File: src/rtl/adder_share_arbiter.sv
// adder_share_arbiter
//   Round-robin front end for one shared combinational adder. The granted
//   requester's operands drive the adder. Its result is registered into a
//   single-entry response slot tagged with the requester id. A requester can
//   issue a multi-word burst (req_chain=1 on every word but the last). The
//   grant stays locked to that requester for the whole burst, and each word's
//   carry-out becomes the next word's carry-in.
//
// Ports
//   clk, rst                 clock, asynchronous active-high reset
//   req_valid/req_ready      per-requester handshake (one-hot or zero ready)
//   req_a/req_b              packed operands, requester i at [i*WIDTH +: WIDTH]
//   req_cin                  carry-in for the first word of a burst
//   req_chain                more words follow from this requester
//   add_a/add_b/add_cin      operands to the shared adder
//   add_sum/add_cout         adder result (combinational from add_*)
//   rsp_valid/rsp_ready      response slot handshake
//   rsp_id/rsp_sum/rsp_cout  registered result and the owner's id
//   rsp_last                 word was the last of its burst
module adder_share_arbiter #(
  parameter int NREQ  = 4,
  parameter int WIDTH = 22,
  localparam int IDW  = (NREQ > 1) ? $clog2(NREQ) : 1
) (
  input  logic                  clk,
  input  logic                  rst,
  input  logic [NREQ-1:0]       req_valid,
  output logic [NREQ-1:0]       req_ready,
  input  logic [NREQ*WIDTH-1:0] req_a,
  input  logic [NREQ*WIDTH-1:0] req_b,
  input  logic [NREQ-1:0]       req_cin,
  input  logic [NREQ-1:0]       req_chain,
  output logic [WIDTH-1:0]      add_a,
  output logic [WIDTH-1:0]      add_b,
  output logic                  add_cin,
  input  logic [WIDTH-1:0]      add_sum,
  input  logic                  add_cout,
  output logic                  rsp_valid,
  input  logic                  rsp_ready,
  output logic [IDW-1:0]        rsp_id,
  output logic [WIDTH-1:0]      rsp_sum,
  output logic                  rsp_cout,
  output logic                  rsp_last
);

  typedef enum logic {IDLE, LOCK} state_t;

  state_t           state_q, state_d;
  logic [IDW-1:0]   ptr_q, ptr_d;
  logic [IDW-1:0]   lock_q, lock_d;
  logic             cy_q, cy_d;
  logic             rsp_valid_q, rsp_valid_d;
  logic [IDW-1:0]   rsp_id_q, rsp_id_d;
  logic [WIDTH-1:0] rsp_sum_q, rsp_sum_d;
  logic             rsp_cout_q, rsp_cout_d;
  logic             rsp_last_q, rsp_last_d;

  logic             slot_free;
  logic             rr_found;
  logic [IDW-1:0]   rr_id;
  logic [IDW-1:0]   gnt_id;
  logic [IDW-1:0]   mux_id;
  logic             accept;

  // (p + k) mod NREQ for p < NREQ and 0 <= k < NREQ; handles non-power-of-two NREQ.
  function automatic logic [IDW-1:0] wrap_add(input logic [IDW-1:0] p, input int k);
    int t;
    t = int'(p) + k;
    if (t >= NREQ) t = t - NREQ;
    return t[IDW-1:0];
  endfunction

  assign slot_free = !rsp_valid_q || rsp_ready;

  // Round-robin search from ptr. Walking k downwards lets the lowest offset win.
  always_comb begin
    rr_found = 1'b0;
    rr_id    = ptr_q;
    for (int k = NREQ - 1; k >= 0; k--) begin
      if (req_valid[wrap_add(ptr_q, k)]) begin
        rr_found = 1'b1;
        rr_id    = wrap_add(ptr_q, k);
      end
    end
  end

  // When locked, only the owner may go. Other requesters are held off even
  // while the owner is idle.
  always_comb begin
    if (state_q == LOCK) begin
      gnt_id = lock_q;
      mux_id = lock_q;
      accept = slot_free && req_valid[lock_q];
    end else begin
      gnt_id = rr_id;
      mux_id = rr_id;  // equals ptr when nobody is requesting
      accept = slot_free && rr_found;
    end
  end

  always_comb begin
    req_ready = '0;
    if (accept) req_ready[gnt_id] = 1'b1;
  end

  assign add_a   = req_a[int'(mux_id)*WIDTH +: WIDTH];
  assign add_b   = req_b[int'(mux_id)*WIDTH +: WIDTH];
  assign add_cin = (state_q == LOCK) ? cy_q : req_cin[mux_id];

  always_comb begin
    state_d     = state_q;
    ptr_d       = ptr_q;
    lock_d      = lock_q;
    cy_d        = cy_q;
    rsp_valid_d = rsp_valid_q && !rsp_ready;
    rsp_id_d    = rsp_id_q;
    rsp_sum_d   = rsp_sum_q;
    rsp_cout_d  = rsp_cout_q;
    rsp_last_d  = rsp_last_q;
    if (accept) begin
      rsp_valid_d = 1'b1;
      rsp_id_d    = gnt_id;
      rsp_sum_d   = add_sum;
      rsp_cout_d  = add_cout;
      rsp_last_d  = !req_chain[gnt_id];
      cy_d        = add_cout;
      if (req_chain[gnt_id]) begin
        state_d = LOCK;
        lock_d  = gnt_id;
      end else begin
        state_d = IDLE;
        ptr_d   = wrap_add(gnt_id, 1);
      end
    end
  end

  always_ff @(posedge clk or posedge rst) begin
    if (rst) begin
      state_q     <= IDLE;
      ptr_q       <= '0;
      lock_q      <= '0;
      cy_q        <= 1'b0;
      rsp_valid_q <= 1'b0;
      rsp_id_q    <= '0;
      rsp_sum_q   <= '0;
      rsp_cout_q  <= 1'b0;
      rsp_last_q  <= 1'b0;
    end else begin
      state_q     <= state_d;
      ptr_q       <= ptr_d;
      lock_q      <= lock_d;
      cy_q        <= cy_d;
      rsp_valid_q <= rsp_valid_d;
      rsp_id_q    <= rsp_id_d;
      rsp_sum_q   <= rsp_sum_d;
      rsp_cout_q  <= rsp_cout_d;
      rsp_last_q  <= rsp_last_d;
    end
  end

  assign rsp_valid = rsp_valid_q;
  assign rsp_id    = rsp_id_q;
  assign rsp_sum   = rsp_sum_q;
  assign rsp_cout  = rsp_cout_q;
  assign rsp_last  = rsp_last_q;

endmodule

File: config.mk
export PLATFORM = sky130hd
export DESIGN_NAME = adder_share_arbiter
export DESIGN_NICKNAME = d
export VERILOG_FILES = /design/src/rtl/adder_share_arbiter.sv
export SDC_FILE = /design/constraint.sdc
export NUM_CORES = 1
export LEC_CHECK = 0
export ABC_AREA = 1
export BUFFER_PORTS_ARGS = -buffer_cell sky130_fd_sc_hd__clkbuf_2
export CAP_MARGIN = 15
export CORE_AREA = 3 3 112 114
export CTS_BUF_LIST = sky130_fd_sc_hd__clkbuf_4
export DETAILED_ROUTE_END_ITERATION = 8
export DIE_AREA = 0 0 115 117
export PLACE_DENSITY_LB_ADDON = 0.15
export SLEW_MARGIN = 0
export SYNTH_ARGS = -nofsm -noshare
export SYNTH_HDL_FRONTEND = slang
export SYNTH_SLANG_ARGS = --single-unit
File: constraint.sdc
create_clock -name clk -period 2.7 [get_ports clk]
set_input_delay 0.405 -clock clk [delete_from_list [all_inputs] [get_ports clk]]
set_output_delay 0.405 -clock clk [all_outputs]
set_load 0.03 [all_outputs]
# Word level (Yosys, flattened, before mapping)
# Cells that the tools add are included.
[classes]
n_addsub = 9
mul = 1
n_lt_le_gt_ge = 12
n_shift = 2
muxes = 35
bitwise = 1
n_reduce_logical = 10
[op_table]
columns = ["operator", "n"]
rows = [
  ["variable part select 88 x 32 -> 22 bit", 1],
  ["variable part select 88 x 8 -> 22 bit", 1],
  ["2-to-1 mux 2 bit", 10],
  ["< comparator 2 x 3 -> 1 bit (second input constant)", 6],
  ["2-to-1 mux 1 bit", 16],
  ["binary-select mux 1 bit (select 2 bit)", 7],
  [">= comparator 3 bit (second input constant)", 4],
  ["subtractor 2 x 1 -> 2 bit (second input constant)", 5],
  ["adder 2 x 1 -> 3 bit (second input constant)", 2],
  ["adder 2 x 2 -> 3 bit (second input constant)", 2],
  ["multiplier 2 x 4 -> 6 bit (second input constant)", 1],
  ["logical AND 1 bit", 4],
  ["2-to-1 mux 4 bit", 1],
  ["AND reduction 2 bit", 2],
  [">= comparator 2 x 3 -> 1 bit (second input constant)", 1],
  ["logical NOT 1 bit", 3],
  ["demux 1 bit (select 2 bit)", 1],
  [">= comparator 2 x 1 -> 1 bit (second input constant)", 1],
  ["logical OR 1 bit", 1],
  ["NOT 1 bit", 1],
]
[totals]
reg_bits = 32
in_bits = 214
output_inout_bits = 76
word_cells = 78

# Depth between registers and ports, before layout
# Gate-level depths: netlist of the first run.
[logic_depth]
word_depth = 15
depth_mapped = 16
mapped_depth_nobuf = 15

# Worst setup path before layout of the first run
# Ideal clock, no wire load.
[synth_path]
path_kind = "reg2out"
startpoint = "register ptr_q[0]"
endpoint = "output port req_ready[0]"
arrival_ps = 2063
required_ps = 2295
setup_slack_ps = 232
stages_incl_launch_ff = 15
path_cell_list = "dfrtp_1 -> inv_2 -> nand2_2 -> nand3_1 -> nand2_1 -> nor2_4 -> nand2_1 -> nand2_1 -> nand3_2 -> nand2_2 -> buf_6 -> buf_4 -> ha_1 -> inv_1 -> nor2_1"
[synth_between]
elab_chain_cells = 15
elab_cells_between_ends = 40
cone_classes = "add/sub (7); order compare (6); mux (25); reduce/logical (2)"
[synth_lines]
columns = ["element", "line_no", "source"]
rows = [
  ["start: declaration", "49", "logic [IDW-1:0] ptr_q, ptr_d;"],
  ["start signal: assignment", "150", "ptr_q <= ptr_d;"],
  ["adder 2 x 2 -> 3 bit", "68", "t = int'(p) + k;"],
  [">= comparator 3 bit / subtractor 2 x 1 -> 2 bit (equally long branches)", "69", "if (t >= NREQ) t = t - NREQ;"],
  ["2-to-1 mux 2 bit", "69", ""],
  ["binary-select mux 1 bit (select 2 bit)", "80", "if (req_valid[wrap_add(ptr_q, k)]) begin"],
  ["2-to-1 mux 1 bit (implied by the code)", "80", ""],
  ["2-to-1 mux 2 bit (4 in series)", "80", ""],
  ["2-to-1 mux 2 bit", "90", "if (state_q == LOCK) begin"],
  ["< comparator 2 x 3 -> 1 bit (implied by the code) / >= comparator 2 x 1 -> 1 bit (equally long branches)", "103", "if (accept) req_ready[gnt_id] = 1'b1;"],
  ["logical AND 1 bit (implied by the code)", "103", ""],
  ["2-to-1 mux 1 bit (implied by the code)", "103", ""],
  ["demux 1 bit (select 2 bit)", "103", ""],
  ["2-to-1 mux 4 bit *", "103", ""],
  ["end: declaration", "28", "output logic [NREQ-1:0] req_ready,"],
]
# Mark *: on every way between the ends. The rest lies on a longest branch, timed or not. The select of a mux whose other input is x is not followed.

# Final worst setup path of the first run
[layout_path]
startpoint = "register ptr_q[0]"
endpoint = "output port add_a[16]"
[layout_between]
elab_chain_cells = 12
elab_cells_between_ends = 30
cone_classes = "add/sub (7); mul (1); order compare (4); shift (1); mux (17)"
[layout_lines]
columns = ["element", "line_no", "source"]
rows = [
  ["adder 2 x 2 -> 3 bit", "68", ""],
  [">= comparator 3 bit / subtractor 2 x 1 -> 2 bit (equally long branches)", "69", ""],
  ["2-to-1 mux 2 bit", "69", ""],
  ["binary-select mux 1 bit (select 2 bit)", "80", ""],
  ["2-to-1 mux 1 bit (implied by the code)", "80", ""],
  ["2-to-1 mux 2 bit (3 in series)", "80", ""],
  ["2-to-1 mux 2 bit *", "80", ""],
  ["2-to-1 mux 2 bit *", "90", ""],
  ["multiplier 2 x 4 -> 6 bit *", "106", "assign add_a = req_a[int'(mux_id)*WIDTH +: WIDTH];"],
  ["variable part select 88 x 32 -> 22 bit *", "106", ""],
  ["end: declaration", "33", "output logic [WIDTH-1:0] add_a,"],
]
# Marked as above.

==> results of run 1 <==
==> sequential cells by signal (all words and copies together), names as in the netlist <==
register   flops
rsp_sum       22
lock_q         2
ptr_q          2
rsp_id         2
cy_q           1
rsp_last       1
rsp_valid      1
state_q        1
==> cells in the mapped netlist <==
library cell	number
nor2_1	93
inv_1	19
o2111ai_1	1
o211ai_1	2
ha_1	4
dfrtp_1	32
nor2_2	1
inv_2	3
a21oi_2	1
o21ai_1	35
o21ai_0	58
nand3_1	24
o21ai_2	2
clkbuf_1	10
nand2_2	6
nor2_4	1
buf_6	13
nand3_2	3
o22ai_1	44
buf_4	7
nand4_1	1
or2_2	1
nand2_1	131
buf_2	7
a21oi_4	1
==> cell usage in the layout, fill, tap and decap left out, types with 3 or more instances in the layout <==
master,netlist,final
nor2_2,1,7
nand3_1,24,20
buf_12,0,12
o21ai_1,35,53
nand3_4,0,3
buf_4,7,62
nand3_2,3,4
o22ai_2,0,3
o21ai_4,0,4
inv_1,19,18
clkbuf_2,0,240
buf_6,13,10
buf_8,0,3
o21ai_0,58,33
inv_2,3,3
buf_16,0,6
o22ai_1,44,41
nand2_1,131,113
nor2_4,1,4
ha_1,4,4
nand2_2,6,20
o21ai_2,2,5
clkbuf_16,0,9
clkbuf_4,0,5
dfrtp_1,32,30
nor2_1,93,84
==> per-stage QoR <==
stage / std cells / hold WS, ns / util / setup TNS [ns] / cell area (um^2)
2_1_floorplan: 500 / 0.507 / - / 0 / 3070
3_3_place_gp: 910 / 0.455 / 0.401 / 0 / 4620
3_5_place_dp: 910 / 0.462 / 0.401 / 0 / 4620
4_1_cts: 934 / 0.118 / 0.453 / -2.87 / 5210
5_1_grt: 958 / 0.143 / 0.498 / -11.86 / 5730
6_report: 958 / 0.118 / 0.498 / -4.13 / 5730
==> critical path: stages, from the launching register on <==
cell,delay (ns)
dfrtp_2,0.47
buf_6,0.16
nand2_2,0.10
nand3_2,0.10
nand2_2,0.09
nand2_2,0.07
nand3_1,0.13
nand3_4,0.12
nand2_8,0.16
buf_12,0.15
clkbuf_16,0.15
nor2_1,0.04
o22ai_1,0.15
buf_4,0.20
==> how the worst max path moves through the flow <==
| stage | from | to | slack (ns) | depth (start not counted) |
|---|---|---|---|---|
| 2_1_floorplan | ptr_q[0] | req_ready[0] | 0.23 | 14 |
| 3_3_place_gp | req_valid[1] | add_cin | 0.15 | 17 |
| 3_5_place_dp | req_valid[1] | add_cin | 0.06 | 17 |
| 4_1_cts | ptr_q[0] | add_b[10] | -0.09 | 13 |
| 5_1_grt | ptr_q[0] | req_ready[1] | -0.29 | 13 |
| 6_report | ptr_q[0] | add_a[16] | -0.14 | 13 |
==> cells by family (layout without fill, tap and decap cells) <==
family	count (synthesis)	count (layout)	synth area share
AOI/OAI and AO/OA	144	144	0.263
buffers and inverters	59	372	0.115
other	0	2	0
DFF	32	32	0.261
adders and majority gates	4	4	0.0163
and+or+nand+nor	261	261	0.345
==> per-layer routing <==
layer  up-vias  global-route usage
met4         0              0.0728
met5         -                   0
met1      2237               0.214
met2       196               0.411
met3        36              0.0365
li1       2310                   -
==> area by class of cell <==
cell class / instances / area [um^2]
Fill cell: 1200 / 5780
Antenna cell: 2 / 5.00
Clock buffer: 5 / 37.5
Clock inverter: 3 / 13.8
Multi-Input combinational cell: 409 / 2150
Inverter: 22 / 87.6
Tap cell: 143 / 179
Sequential cell: 32 / 803
Timing Repair Buffer: 342 / 2450
==> repair_timing <==
action,CTS,global route
gates resized for setup,101,110
setup endpoints to repair,49,49
cloned,8,11
pin swaps,9,16
setup buffers,8,12
hold buffers,0,0
==> run_results.csv, run 1 <==
group,metric,value,unit
outcome,status,"finished with violations",
outcome,violations,"negative setup slack",
synthesis,syn_area_per_cell,6.14,um^2
critical_path,regToRegSetupSlack,0.36,ns
global_route,grt_pass1_wl,22300,um
drt,ant_nets,0,
synthesis,synth.distinct_cells,25,
critical_path,crit_type,"reg -> out",
floorplan,dieArea,13500,um^2
clock_network,clock_sinks,32,
job,maxCapViolations,0,
clock_network,clockRootBuffer,"clkbuf_4",
critical_path,worstPathRequired,2.30,ns
critical_path,critPathArrivalTime,2.43,ns
placed_design,gp_congestion,0.904,
synthesis,syn_area,3070,um^2
timing,period_minus_slack,2.84,ns
critical_path,timing.rr.start,"ptr_q[0]",
min_path,hp-class,"in -> async",
critical_path,ff2ff_path_depth,16,
timing,rsz0062_at_grt,"yes",
layout,syn2layout_area_growth,86.8,%
timing,worst_slack,-0.137,ns
critical_path,rr_endpoint,"ptr_q[0]",
drt,drt_iter0_drc,235,
synthesis,yosysWarnings,0,
drt,route.met3.wl,1010,um
timing,hold_viol_final,0,
global_route,grt_max_degree,37,
timing,maxSlewHeadroom,0.693,
drt,drtPass1Iterations,4,
clock_network,cts_buffer_depth,2,
drt,wl_per_cell,17.3,um
layout,drive_gt1_frac,0.507,
drt,via_count,4779,
floorplan,ios,290,
floorplan,core_area,11500,um^2
placed_design,dp_hpwl,11100,um
timing,finClkSkew,0.00272,ns
global_route,grt_pass1_vias,4537,
timing,fmax,0.353,GHz
clock_network,cts_tree,"yes",
critical_path,crit_path_end_kind,"output pin",
synthesis,seq_area_frac_synth,0.261,
drt,drc,0,
synthesis,synth-seq-cells,32,
drt,routed.top_layer,"met4",
synthesis,synth_area_leaders,"dfrtp_1 26%, nand2_1 16%, nor2_1 11%, o21ai_0 9.5%, o22ai_1 9.0%",
synthesis,synth_cells,500,
synthesis,synth_top_area_frac,0.261,
clock_network,clk_pin_slew_worst_paths,0.10,ns
critical_path,start_kind,"register",
drt,totalWireLength,16500,um
timing,slew_viol_final,0,
floorplan,die_w,115,um
placed_design,io_buffers,289,
floorplan,die_height,117,um
synthesis,synth_top_area_cell,"dfrtp_1",
global_route,antenna_found_initial,2,
layout,num-nets-final,1030,
drt,avgViaCountPerCell,4.99,
floorplan,initial_core_util,0.267,
placed_design,dp_slack,0.0638,ns
timing,finalSetupViolCount,48,
clock_network,cts_buffers,5,
timing,timing.final.crit_share,1.05,
clock_network,insertion_delay,0.33,ns
drt,drt-met1-wl,5780,um
timing,worst_pin_slew,0.458,ns
global_route,grt_use_total,0.206,
synthesis,synth_fp_nets,718,
drt,wl_met2,9280,um
clock_network,ctsHtreeMaxLevel,2,
floorplan,num_rows,39,
critical_path,cp_max_fo,8,
global_route,global_route.overflow_total,0,
Power of run 1 is not shown: default switching activity piles up to over one toggle a cycle in this logic, so the estimate is an artifact.
==> run 2: changes to the inputs <==
RECOVER_POWER = 50   (was unset)
==> run 2 against run 1 <==
  * The flow finishes with violations (max-capacitance violations, max-slew violations, negative setup slack)
  * Fmax about the same
  * Design area down 0.35%
  * Non-clock buffer count unchanged
  * Critical path type unchanged
  * Sequential share of layout area about the same
  * Core utilization down 0.17 points
  * Cell count unchanged
  * Critical endpoint is now add_b[3]
  * Flip-flop and latch count unchanged
  * Worst hold slack better by 0.15 ns
  * First-iteration DRC count down 5.1%
  * Global-route usage unchanged
  * Critical path depth down 1
==> run_results.csv, run 2 (synthesized netlist as in run 1, its figures left out) <==
group,metric,value,unit
outcome,status,"finished with violations",
outcome,violations,"max-capacitance violations, max-slew violations, negative setup slack",
drt,drtPass1Iterations,4,
timing,worst_slack,-0.134,ns
floorplan,initial_core_util,0.267,
drt,via_count,4786,
clock_network,cts_tree,"yes",
layout,drive_gt1_frac,0.490,
critical_path,worstPathRequired,2.30,ns
drt,avgViaCountPerCell,5.00,
min_path,hp-start,"add_sum[13]",
floorplan,num_rows,39,
critical_path,cp_max_fo,8,
global_route,antenna_found_initial,2,
clock_network,ctsHtreeMaxLevel,2,
timing,slew_viol_final,33,
drt,wl_per_cell,17.3,um
critical_path,crit_type,"reg -> out",
clock_network,cts_buffer_depth,2,
layout,multi_input_area,2150,um^2
layout,fin_cells,958,
clock_network,insertion_delay,0.33,ns
timing,timing.final.crit_share,1.05,
timing,finalSetupViolCount,48,
clock_network,clockRootBuffer,"clkbuf_4",
global_route,grt_use_total,0.206,
floorplan,core_area,11500,um^2
placed_design,dp_hpwl,11100,um
global_route,grt_max_degree,37,
timing,rsz0062_at_grt,"yes",
critical_path,crit_path_end_kind,"output pin",
min_path,hp-class,"in -> reg",
critical_path,timing.rr.start,"ptr_q[0]",
critical_path,critPathArrivalTime,2.43,ns
drt,drc,0,
clock_network,clk_pin_slew_worst_paths,0.10,ns
placed_design,gp_congestion,0.904,
drt,drt_iter0_drc,223,
clock_network,clock_sinks,32,
critical_path,ff2ff_path_depth,16,
layout,final_cell_mix,"227 x clkbuf_2, 113 x nand2_1, 84 x nor2_1",
min_path,hold_path_end,"rsp_sum[13]",
job,maxCapViolations,1,
floorplan,die_height,117,um
layout,regArea,803,um^2
critical_path,start_kind,"register",
global_route,grt_pass1_vias,4537,
clock_network,cts_buffers,5,
global_route,grt_pass1_wl,22300,um
layout,num-nets-final,1030,
critical_path,rr_endpoint,"ptr_q[0]",
layout,final_common_cell,"clkbuf_2",
layout,fillers,1201,
drt,totalWireLength,16600,um
clock_network,ctsHoldBuffers,0,
critical_path,regToRegSetupSlack,0.36,ns
layout,syn2layout_area_growth,86.1,%
min_path,holdPathStages,3,
floorplan,ios,290,
timing,period_minus_slack,2.83,ns
timing,fmax,0.353,GHz
placed_design,placed_cells,910,
timing,worst_pin_slew,1.67,ns
drt,ant_nets,0,
timing,maxSlewHeadroom,-0.112,
placed_design,io_buffers,289,
layout,largest_reg_flops,22,
timing,hold_viol_final,0,
global_route,global_route.overflow_total,0,
timing,finClkSkew,0.00273,ns
layout,post-route-util,0.496,
floorplan,dieArea,13500,um^2
floorplan,die_w,115,um
## run 2: area by class of cell
| class | instances | share of cell area |
|---|---|---|
| well taps | 143 | 0.0313 |
| repair buffers | 342 | 0.426 |
| clock buffers | 5 | 0.00657 |
| clock inverters | 3 | 0.00241 |
| inverters | 22 | 0.0153 |
| flip-flops and latches | 32 | 0.141 |
| diodes | 2 | 0.000876 |
| multi-input cells | 409 | 0.377 |
## run 2: what timing repair did
action                     4_1_cts  5_1_grt
gates cloned                     8       11
gates resized for setup        101      110
setup endpoints to repair       49       49
pin swaps                        9       16
setup buffers                    8       12
## run 2: worst max path at each step
| stage | start | to | slack (ns) | depth (start not counted) |
|---|---|---|---|---|
| floorplan | ptr_q[0] | req_ready[0] | 0.23 | 14 |
| global placement | req_valid[1] | add_cin | 0.15 | 17 |
| detailed placement | req_valid[1] | add_cin | 0.06 | 17 |
| CTS | ptr_q[0] | add_b[10] | -0.09 | 13 |
| global route | ptr_q[0] | req_ready[1] | -0.29 | 13 |
| finish | ptr_q[0] | add_b[3] | -0.13 | 12 |
## run 2: per-layer routing
metal / vias to the layer above / track usage / part of all wire
met3: 34 / 0.0365 / 0.064
met5: - / 0 / 0
li1: 2310 / - / -
met4: 0 / 0.0728 / 0.029
met2: 193 / 0.411 / 0.56
met1: 2249 / 0.214 / 0.34
## run 2: stage by stage
step	setup TNS (ns)	area, um^2	hold WS, ns	setup WS [ns]
final	-4.01	5710	0.270	-0.134
after global routing	-11.86	5710	0.258	-0.295
after CTS	-2.87	5210	0.118	-0.0949
after detailed placement	0	4620	0.462	0.0638
after global placement	0	4620	0.455	0.149
after floorplan	0	3070	0.507	0.232
## run 2: worst max-delay path, cell delays in order (launching register included)
cell	delay (ns)
dfrtp_2	0.47
buf_6	0.16
nand2_2	0.10
nand3_4	0.08
o21ai_1	0.11
nand2_1	0.10
nand2_2	0.11
nand2_2	0.07
o21ai_4	0.19
clkbuf_16	0.26
o21ai_1	0.08
o22ai_1	0.16
buf_4	0.20
Power of run 2 is left out for the same reason.
